**config.mk**
```make
export PLATFORM = sky130hd
export DESIGN_NAME = board_scanout_flat
export DESIGN_NICKNAME = d
export VERILOG_FILES = /design/src/rtl/conway_pkg.sv /design/src/rtl/board_scanout_if.sv /design/src/rtl/board_scan_counter.sv /design/src/rtl/board_scanout.sv /design/src/flat_wrapper.sv
export SDC_FILE = /design/constraint.sdc
export NUM_CORES = 1
export LEC_CHECK = 0
export ABC_AREA = 1
export CORE_ASPECT_RATIO = 0.9
export CORE_UTILIZATION = 40
export DETAILED_ROUTE_END_ITERATION = 10
export PLACE_DENSITY_LB_ADDON = 0.25
export SLEW_MARGIN = 0
export SYNTH_ARGS = -nofsm -noshare
export SYNTH_HDL_FRONTEND = slang
export SYNTH_SLANG_ARGS = --single-unit
```
**constraint.sdc**
```tcl
create_clock -name i_clk -period 9.1 [get_ports i_clk]
set_input_delay 1.365 -clock i_clk [delete_from_list [all_inputs] [get_ports i_clk]]
set_output_delay 1.365 -clock i_clk [all_outputs]
set_load 0.05 [all_outputs]
```
**src/rtl/conway_pkg.sv**
```systemverilog
// Shared types and sizing helpers for the Game-of-Life board scan-out path.
package conway_pkg;

    localparam logic [0:0] ST_IDLE   = 1'b0;
    localparam logic [0:0] ST_STREAM = 1'b1;

    typedef enum logic [0:0] {
        IDLE   = ST_IDLE,
        STREAM = ST_STREAM
    } state_e;

    // Width able to hold every value 0..cells, i.e. a full-board population.
    function automatic int count_width(input int cells);
        return $clog2(cells + 1);
    endfunction

    function automatic int idx_width(input int n);
        return (n > 1) ? $clog2(n) : 1;
    endfunction

    function automatic int cell_index(input int x, input int y, input int width);
        return y * width + x;
    endfunction

endpackage

```
**src/rtl/board_scanout_if.sv**
```systemverilog
// Cell stream from the scan-out block to its consumer: one cell per beat, framed by SOF/EOL/EOF.
interface board_scanout_if;

    logic out_valid;
    logic out_ready;
    logic out_cell;
    logic out_sof;
    logic out_eol;
    logic out_eof;

    modport master (
        output out_valid, out_cell, out_sof, out_eol, out_eof,
        input  out_ready
    );

    modport slave (
        input  out_valid, out_cell, out_sof, out_eol, out_eof,
        output out_ready
    );

endinterface

```
**src/rtl/board_scan_counter.sv**
```systemverilog
// Row-major (x,y) cursor over the board; wraps to (0,0) after the last cell.
module board_scan_counter
    import conway_pkg::*;
#(
    parameter  int WIDTH  = 8,
    parameter  int HEIGHT = 8,
    localparam int XW     = idx_width(WIDTH),
    localparam int YW     = idx_width(HEIGHT)
) (
    input  logic          i_clk,
    input  logic          i_rst_n,
    input  logic          i_clear,
    input  logic          i_advance,
    output logic [XW-1:0] o_x,
    output logic [YW-1:0] o_y,
    output logic          o_last_col,
    output logic          o_last_cell
);

    logic [XW-1:0] r_x;
    logic [YW-1:0] r_y;

    assign o_x         = r_x;
    assign o_y         = r_y;
    assign o_last_col  = (r_x == XW'(WIDTH - 1));
    assign o_last_cell = o_last_col && (r_y == YW'(HEIGHT - 1));

    // NOTE: sequential state uses non-blocking assignments so every register samples pre-edge values.
    always_ff @(posedge i_clk or negedge i_rst_n) begin
        if (!i_rst_n) begin
            r_x <= '0;
            r_y <= '0;
        end else if (i_clear) begin
            r_x <= '0;
            r_y <= '0;
        end else if (i_advance) begin
            if (o_last_col) begin
                r_x <= '0;
                r_y <= o_last_cell ? '0 : r_y + YW'(1);
            end else begin
                r_x <= r_x + XW'(1);
            end
        end
    end

endmodule

```
**src/rtl/board_scanout.sv**
```systemverilog
// Snapshots the next-state board and streams it one cell per beat, then reports the population.
module board_scanout
    import conway_pkg::*;
#(
    parameter  int WIDTH  = 8,
    parameter  int HEIGHT = 8,
    localparam int CELLS  = WIDTH * HEIGHT,
    localparam int CW     = count_width(CELLS)
) (
    input  logic             i_clk,
    input  logic             i_rst_n,
    input  logic [CELLS-1:0] i_board,
    input  logic             i_snap_req,
    output logic             o_busy,
    output logic [CW-1:0]    o_alive_count,
    output logic             o_count_valid,
    board_scanout_if.master  m_out
);

    localparam int XW = idx_width(WIDTH);
    localparam int YW = idx_width(HEIGHT);

    state_e           r_state;
    logic [CELLS-1:0] r_shadow;
    logic [CW-1:0]    r_count;
    logic [CW-1:0]    r_alive;
    logic             r_count_valid;

    logic [XW-1:0] w_x;
    logic [YW-1:0] w_y;
    logic          w_last_col;
    logic          w_last_cell;
    logic [CW-1:0] w_idx;
    logic          w_cell;
    logic          w_streaming;
    logic          w_start;
    logic          w_fire;

    assign w_streaming = (r_state == STREAM);
    assign w_start     = (r_state == IDLE) && i_snap_req;
    assign w_fire      = w_streaming && m_out.out_ready;
    assign w_idx       = CW'(cell_index(int'(w_x), int'(w_y), WIDTH));

    board_scan_counter #(.WIDTH(WIDTH), .HEIGHT(HEIGHT)) u_counter (
        .i_clk       (i_clk),
        .i_rst_n     (i_rst_n),
        .i_clear     (w_start),
        .i_advance   (w_fire),
        .o_x         (w_x),
        .o_y         (w_y),
        .o_last_col  (w_last_col),
        .o_last_cell (w_last_cell)
    );

    always_comb begin
        w_cell = 1'b0;
        for (int i = 0; i < CELLS; i++) begin
            if (w_idx == CW'(i)) w_cell = r_shadow[i];
        end
    end

    assign o_busy          = w_streaming;
    assign o_alive_count   = r_alive;
    assign o_count_valid   = r_count_valid;
    assign m_out.out_valid = w_streaming;
    assign m_out.out_cell  = w_streaming && w_cell;
    assign m_out.out_sof   = w_streaming && (w_x == '0) && (w_y == '0);
    assign m_out.out_eol   = w_streaming && w_last_col;
    assign m_out.out_eof   = w_streaming && w_last_cell;

    // NOTE: the shadow is a plain register bank, so it is reset along with the control state.
    always_ff @(posedge i_clk or negedge i_rst_n) begin
        if (!i_rst_n) begin
            r_state       <= IDLE;
            r_shadow      <= '0;
            r_count       <= '0;
            r_alive       <= '0;
            r_count_valid <= 1'b0;
        end else begin
            r_count_valid <= 1'b0;
            case (r_state)
                IDLE: begin
                    if (i_snap_req) begin
                        r_shadow <= i_board;
                        r_count  <= '0;
                        r_state  <= STREAM;
                    end
                end
                STREAM: begin
                    if (w_fire) begin
                        r_count <= r_count + CW'(w_cell);
                        if (w_last_cell) begin
                            r_alive       <= r_count + CW'(w_cell);
                            r_count_valid <= 1'b1;
                            r_state       <= IDLE;
                        end
                    end
                end
                default: r_state <= IDLE;
            endcase
        end
    end

endmodule

```
**src/flat_wrapper.sv**
```systemverilog
// flat-port wrapper written by rule: the top's interface ports become plain ports
module board_scanout_flat import conway_pkg::*;
#(
    parameter  int WIDTH  = 8,
    parameter  int HEIGHT = 8,
    localparam int CELLS  = WIDTH * HEIGHT,
    localparam int CW     = count_width(CELLS)
)
  (i_clk, i_rst_n, i_board, i_snap_req, o_busy, o_alive_count, o_count_valid, m_out_out_valid, m_out_out_cell, m_out_out_sof, m_out_out_eol, m_out_out_eof, m_out_out_ready);
  board_scanout_if m_out_i ();
  input  logic i_clk;
  input  logic i_rst_n;
  input  logic [CELLS-1:0] i_board;
  input  logic i_snap_req;
  output logic o_busy;
  output logic [CW-1:0] o_alive_count;
  output logic o_count_valid;
  output wire logic [$bits(m_out_i.out_valid)-1:0] m_out_out_valid;
  output wire logic [$bits(m_out_i.out_cell)-1:0] m_out_out_cell;
  output wire logic [$bits(m_out_i.out_sof)-1:0] m_out_out_sof;
  output wire logic [$bits(m_out_i.out_eol)-1:0] m_out_out_eol;
  output wire logic [$bits(m_out_i.out_eof)-1:0] m_out_out_eof;
  input wire logic [$bits(m_out_i.out_ready)-1:0] m_out_out_ready;
  assign m_out_out_valid = m_out_i.out_valid;
  assign m_out_out_cell = m_out_i.out_cell;
  assign m_out_out_sof = m_out_i.out_sof;
  assign m_out_out_eol = m_out_i.out_eol;
  assign m_out_out_eof = m_out_i.out_eof;
  assign m_out_i.out_ready = m_out_out_ready;
  board_scanout #(.WIDTH(WIDTH), .HEIGHT(HEIGHT)) u_core (.i_clk(i_clk), .i_rst_n(i_rst_n), .i_board(i_board), .i_snap_req(i_snap_req), .o_busy(o_busy), .o_alive_count(o_alive_count), .o_count_valid(o_count_valid), .m_out(m_out_i));
endmodule
```
==> qor.yml, run 1 <==
outcome: "finished clean"
wirelength_um: 11860
power_leakage_nw: 2.866
start_util: 0.4194
crit_slowest_cell: "clkdlybuf4s50_1"
final_area_um2: 5886
synth_warnings: 0
seq_area_um2: 2152
syn_area_per_cell_um2: 7.164
antenna_left: 0
hold_end: "u_core.r_shadow[18]$_DFFE_PN0P_"
via_per_inst: 4.764
finalNonFillerCells: 878
critPathLaunchType: "flop"
globalRouteOverflowTotal: 0
cp_max_fo: 6
crit_path_end_kind: "output port"
track_usage: 0.2098
syn_inst: 646
finalHoldViolations: 0
ys_seq_area_frac: 0.4650
dieArea_um2: 12010
dpl.cell_count: 862
dr_total_vias: 4183
muxShareOfSynthArea: 0.002433
synthAdderAreaFrac: 0.02703
gp_congestion: 0.9213
final.setup.tns_ns: 0
fin_skew_ns: 0.006639
grt_max_degree: 87
die_y_um: 104.0
area_delta_synth_final_pct: 27.17
min_path_type: "flop to flop"
final.fill_count: 1115
reg2reg_from: "u_core.u_counter.o_x[0]$_DFFE_PN0P_"
max_slew_margin: 0.2726
synth_top_family_by_area: "simple AND/OR/NAND/NOR gates"
synth-xor-area-share: 0.009462
io_buffers: 81
fin_nets: 799
clk_path_buf_depth: 2
cts_buffers: 9
cts_resized: 0
ys_ff_latch: 86
layout_min_cycle_time_ns: 7.014
post-route-period-util: 0.7708
cts_tree: "done"
grt_pass1_wl_um: 19560
setup_viol: 0
irDropWorstVdd_v: 0.0001369
hold_start: "u_core.r_shadow[18]$_DFFE_PN0P_"
powerDensity_nw_per_um2: 294.8
synthArstFlopShare: 1.000
rrSetupSlack_ns: 3.54
drc_errors: 0
critical-path-top-delay-family: "simple AND/OR/NAND/NOR gates"
crit_type: "flop to output port"
whs_ns: 0.4716
dr.pass1.iters: 6
grt_pass1_vias: 4015
clock-sinks: 86
cp_common_cell: "nand2_1"
max_freq_ghz: 0.1426
reg2reg_depth: 65
netlist_area_um2: 4628
cts_htree_levels: 3
syn-num-nets: 724
reg2reg_to: "u_core.r_count[6]$_DFFE_PN0P_"
cts_setup_buffers: 0
wl_per_cell_um: 13.51
rsz0062_at_grt: "false"
diodes: 0
placed_area_um2: 5578
crit_required_ns: 7.74
clkLatencyLatePin_ns: 0.34
drv_cap: 0
clkTransAtPathRegs_ns: 0.07
multi_input_area_um2: 2090
cts_hold_repair.buffers: 0
synth-main-ff-cell: "dfrtp_1"
initialDrtViolationCount: 303
whs_path_depth: 2
ios: 82
die-width_um: 115.4
worst_pin_slew_ns: 1.091
core_area_um2: 11040
cts_root_buffer: "clkbuf_16"
fp-row-count: 36
hpwl_um: 8531
synth_compound_area_frac: 0.08921
arrival_ns: 5.65
crit_buf_inv: 2
yosys.area_share.simple: 0.3217
critPathMaxStageDelay_ns: 0.81
antenna_found_initial: 0
ys_types: 28
synth_edf_count: 0
drive_gt1_frac: 0.06474
slew_violations: 0
-- report_power, final --
| part | switching (W) | internal [W] | leakage [nW] |
|---|---|---|---|
| Combinational | 0.000460 | 0.000254 | 1.63 |
| Clock | 0.000157 | 0.000222 | 0.149 |
| Sequential | 0.000107 | 0.000535 | 1.08 |
| Total | 0.000724 | 0.00101 | 2.87 |
-- worst max path at each step --
stage	from	end	depth (start not counted)	slack [ns]
floorplan	u_core.u_counter.o_x[0]$_DFFE_PN0P_	m_out_out_cell	66	3.52
global placement	u_core.u_counter.o_x[2]$_DFFE_PN0P_	m_out_out_cell	68	2.60
detailed placement	u_core.u_counter.o_x[0]$_DFFE_PN0P_	m_out_out_cell	63	2.51
CTS	u_core.u_counter.o_x[0]$_DFFE_PN0P_	m_out_out_cell	63	2.12
global route	u_core.u_counter.o_x[0]$_DFFE_PN0P_	m_out_out_cell	63	1.37
finish	u_core.u_counter.o_x[0]$_DFFE_PN0P_	m_out_out_cell	63	2.09
-- per-layer routing --
layer  vias up  share of wire  GRT usage
li1       2147              -          -
met1      1897           0.49     0.2986
met2       122           0.44     0.3139
met3        17          0.053    0.04254
met4         0          0.016    0.07421
met5         -              0          0
-- metrics by stage --
stage,power [W],setup WS [ns],utilization
floorplan,0.001135,3.518,-
global placement,0.001338,2.598,0.5054
detailed placement,0.001359,2.511,0.5054
CTS,0.001746,2.120,0.5333
global route,0.001884,1.371,0.5333
finish,0.001735,2.086,0.5333
-- synthesized netlist by cell type, types with 5 or more instances --
master / number / area [um^2]
a21oi_1: 24 / 120.1
xor2_1: 5 / 43.79
o22ai_1: 6 / 37.54
nor2_2: 5 / 31.28
ha_1: 10 / 125.1
o31ai_1: 6 / 45.04
inv_1: 79 / 296.5
nand3_1: 37 / 185.2
clkbuf_1: 15 / 56.30
inv_2: 5 / 18.77
or2_2: 6 / 37.54
dfrtp_1: 86 / 2152
nor2_1: 54 / 202.7
nand2_1: 255 / 957.2
o21ai_0: 25 / 125.1
-- state kept, by name (all words and copies together) (netlist names) --
| signal | flops |
|---|---|
| u_core.o_alive_count | 7 |
| u_core.o_count_valid | 1 |
| u_core.r_count | 7 |
| u_core.u_counter.o_x | 3 |
| u_core.r_shadow | 64 |
| u_core.u_counter.o_y | 3 |
| u_core.m_out.out_valid | 1 |
-- final cells by class --
class                   instances  area share
flip-flops and latches         86      0.3656
multi-input cells             456      0.3550
repair buffers                 84      0.1412
inverters                      84     0.05357
clock buffers                  10     0.04060
well taps                     152     0.03231
clock inverters                 6     0.01169
-- worst register-to-register path: cells and delay by family (launching register included) --
family / cells / cell delay (ns)
AND/OR/NAND/NOR: 55 / 3.33
adder cells (fa/ha/maj): 3 / 0.73
buffers and inverters: 4 / 0.44
flip-flops: 1 / 0.41
AO/OA/AOI/OAI: 2 / 0.31
XOR/XNOR: 1 / 0.18
-- placed cells by master (no fill, tap or decap), drive strengths merged, types with 10 or more instances in the layout --
cell | synthesis | final
a21oi | 26 | 26
clkbuf | 15 | 10
clkdlybuf4s50 | 0 | 80
dfrtp | 86 | 86
ha | 10 | 10
inv | 84 | 86
nand2 | 258 | 258
nand3 | 37 | 37
nor2 | 61 | 61
o21ai | 25 | 25
-- logic make-up (layout without fill, tap and decap cells) --
kind of cell    count (synthesis)  after routing
simple gates                  368            368
flops                          86             86
buf+inv                       104            184
mux                             1              1
fa+ha+maj                      10             10
compound gates                 72             72
xor+xnor                        5              5
Note: power is estimated with default switching activity, not from simulation.
==> run 2: changes to the inputs <==
==> constraint.sdc (replaced) <==
create_clock -name i_clk -period 5.9 [get_ports i_clk]
set_input_delay 0.885 -clock i_clk [delete_from_list [all_inputs] [get_ports i_clk]]
set_output_delay 0.885 -clock i_clk [all_outputs]
set_load 0.05 [all_outputs]
==> run 2 against run 1 <==
Effect of this change:
- clock power rose by 44%
- non-clock buffer count grew 17
- cell area rose by 5.4%
- wire length increased by 3.7%
- register-to-register slack got worse by 3.2 ns
- final cell count is 1.7% higher
- sequential share of layout area down 1.8 points
- worst hold slack got worse by 0.0018 ns
- flip-flop and latch count is the same
- highest routed layer unchanged
==> qor.yml, run 2 (same netlist as run 1, synthesis figures left out) <==
crit_required_ns: 5.02
pwr-share-comb: 0.462
worst_pin_slew_ns: 1.036
crit_slowest_cell: "dfrtp_2"
crit_type: "flop to output port"
grt_pass1_vias: 3978
finalHoldViolations: 0
cp_max_fo: 5
largest_reg_flops: 64
cts_htree_levels: 3
powerDensity_nw_per_um2: 470.3
cp_common_cell: "nand2_1"
track_usage: 0.2114
io_buffers: 81
swShare: 0.4174
dr.pass1.iters: 5
globalRouteOverflowTotal: 0
outcome: "finished clean"
dr_total_vias: 4235
max_freq_ghz: 0.1726
core_area_um2: 11040
power_leakage_nw: 2.994
wirelength_um: 12300
antenna_left: 0
power_w: 0.002917
layout_min_cycle_time_ns: 5.795
hpwl_um: 8533
post-route-worst-setup-slack_ns: 0.1054
whs_path_depth: 2
dieArea_um2: 12010
cts_tree: "done"
die_y_um: 104.0
pwr-share-seq: 0.351
reg2reg_depth: 74
clkTransAtPathRegs_ns: 0.06
dp_slack_ns: 0.4883
diodes: 0
fin_nets: 816
cts_root_buffer: "clkbuf_16"
drv_cap: 0
cts_buffers: 9
top_register: "u_core.r_shadow"
min_path_type: "flop to flop"
clkLatencyLatePin_ns: 0.35
gp_congestion: 0.9180
cts_hold_repair.buffers: 0
critPathMaxStageDelay_ns: 0.48
critPathLaunchType: "flop"
final.fill_count: 1051
post-route-period-util: 0.9821
drc_errors: 0
initialDrtViolationCount: 260
final_common_cell: "nand2_1"
wl_per_cell_um: 13.78
ios: 82
fp-row-count: 36
p_clk_frac: 0.186
final_area_um2: 6201
crit_path_end_kind: "output port"
setup_viol: 0
slew_violations: 0
start_util: 0.4194
via_per_inst: 4.742
clock-sinks: 86
p_sw_w: 0.001217
rsz0062_at_grt: "true"
grt_pass1_wl_um: 19470
irDropWorstVdd_v: 0.0002272
internal_power_w: 0.001699
antenna_found_initial: 0
clk_path_buf_depth: 2
grt_max_degree: 87
max_slew_margin: 0.3091
die-width_um: 115.4
fin_skew_ns: 0.005961
area_delta_synth_final_pct: 33.98
drive_gt1_frac: 0.1242
rrSetupSlack_ns: 0.34
arrival_ns: 4.91
placed_area_um2: 5598
final_cell_mix: "nand2_1 (252), dfrtp_1 (82), clkdlybuf4s50_1 (79)"
## run 2: cell count changes in the layout (fill, tap and decap cells not counted), moves of 4 or more
cell,change
buf_4,+14
buf_6,+4
dfrtp_1,-4
dfrtp_2,+4
ha_1,-6
ha_4,+6
inv_4,+4
nand3_1,-5
## run 2: final cells by class
type / count / area, um^2 / area share
repair buffers: 101 / 970.9 / 0.1566
flip-flops and latches: 86 / 2157 / 0.3479
clock buffers: 9 / 225.2 / 0.03632
inverters: 84 / 325.3 / 0.05246
clock inverters: 5 / 52.55 / 0.008475
well taps: 152 / 190.2 / 0.03067
multi-input cells: 456 / 2280 / 0.3676
## run 2: repair_timing
| item | 4_1_cts | 5_1_grt |
|---|---|---|
| endpoints found under the setup margin | 0 | 9 |
| gates resized for setup | 0 | 53 |
| setup buffers | 0 | 14 |
## run 2: final timing paths
path,startpoint,to
worst min-delay path,u_core.r_shadow[34]$_DFFE_PN0P_,u_core.r_shadow[34]$_DFFE_PN0P_
worst max-delay path,u_core.u_counter.o_y[0]$_DFFE_PN0P_,m_out_out_cell
worst min register to register,u_core.r_shadow[34]$_DFFE_PN0P_,u_core.r_shadow[34]$_DFFE_PN0P_
max in group asynchronous,i_rst_n,u_core.u_counter.o_x[1]$_DFFE_PN0P_
min in group asynchronous,i_rst_n,u_core.r_count[3]$_DFFE_PN0P_
worst max register to register,u_core.u_counter.o_y[0]$_DFFE_PN0P_,u_core.r_count[6]$_DFFE_PN0P_
## run 2: worst max-delay path: cells and delay by family, from the launching register on
| family | cells | cell delay [ns] |
|---|---|---|
| AND/OR/NAND/NOR | 64 | 3.61 |
| flip-flops | 1 | 0.48 |
| buffers and inverters | 2 | 0.32 |
| AO/OA/AOI/OAI | 1 | 0.15 |
## run 2: metal layers
| layer | global-route usage | part of all wire | wire, um | vias to the layer above |
|---|---|---|---|---|
| met5 | 0 | 0 | 0 | - |
| met4 | 0.06586 | 0.023 | 285 | 0 |
| met3 | 0.05070 | 0.052 | 638 | 24 |
| met2 | 0.3221 | 0.45 | 5523 | 126 |
| met1 | 0.2943 | 0.48 | 5854 | 1910 |
| li1 | - | - | - | 2175 |
## run 2: power groups by stage
stage	clock network, W	registers [W]	logic (W)
floorplan	0	0.000978	0.000772
global placement	0	0.000997	0.00108
detailed placement	0	0.00100	0.00110
CTS	0.000558	0.000997	0.00111
global route	0.000586	0.00105	0.00151
finish	0.000544	0.00102	0.00135
## run 2: per-stage QoR
stage	TNS, ns	hold WS [ns]	std cells	utilization
6_report	0	0.4698	893	0.5619
5_1_grt	-2.054	0.5037	893	0.5619
4_1_cts	0	0.4751	879	0.5324
3_5_place_dp	0	0.4604	865	0.5073
3_3_place_gp	0	0.4573	865	0.5073
2_1_floorplan	0	0.4332	646	-
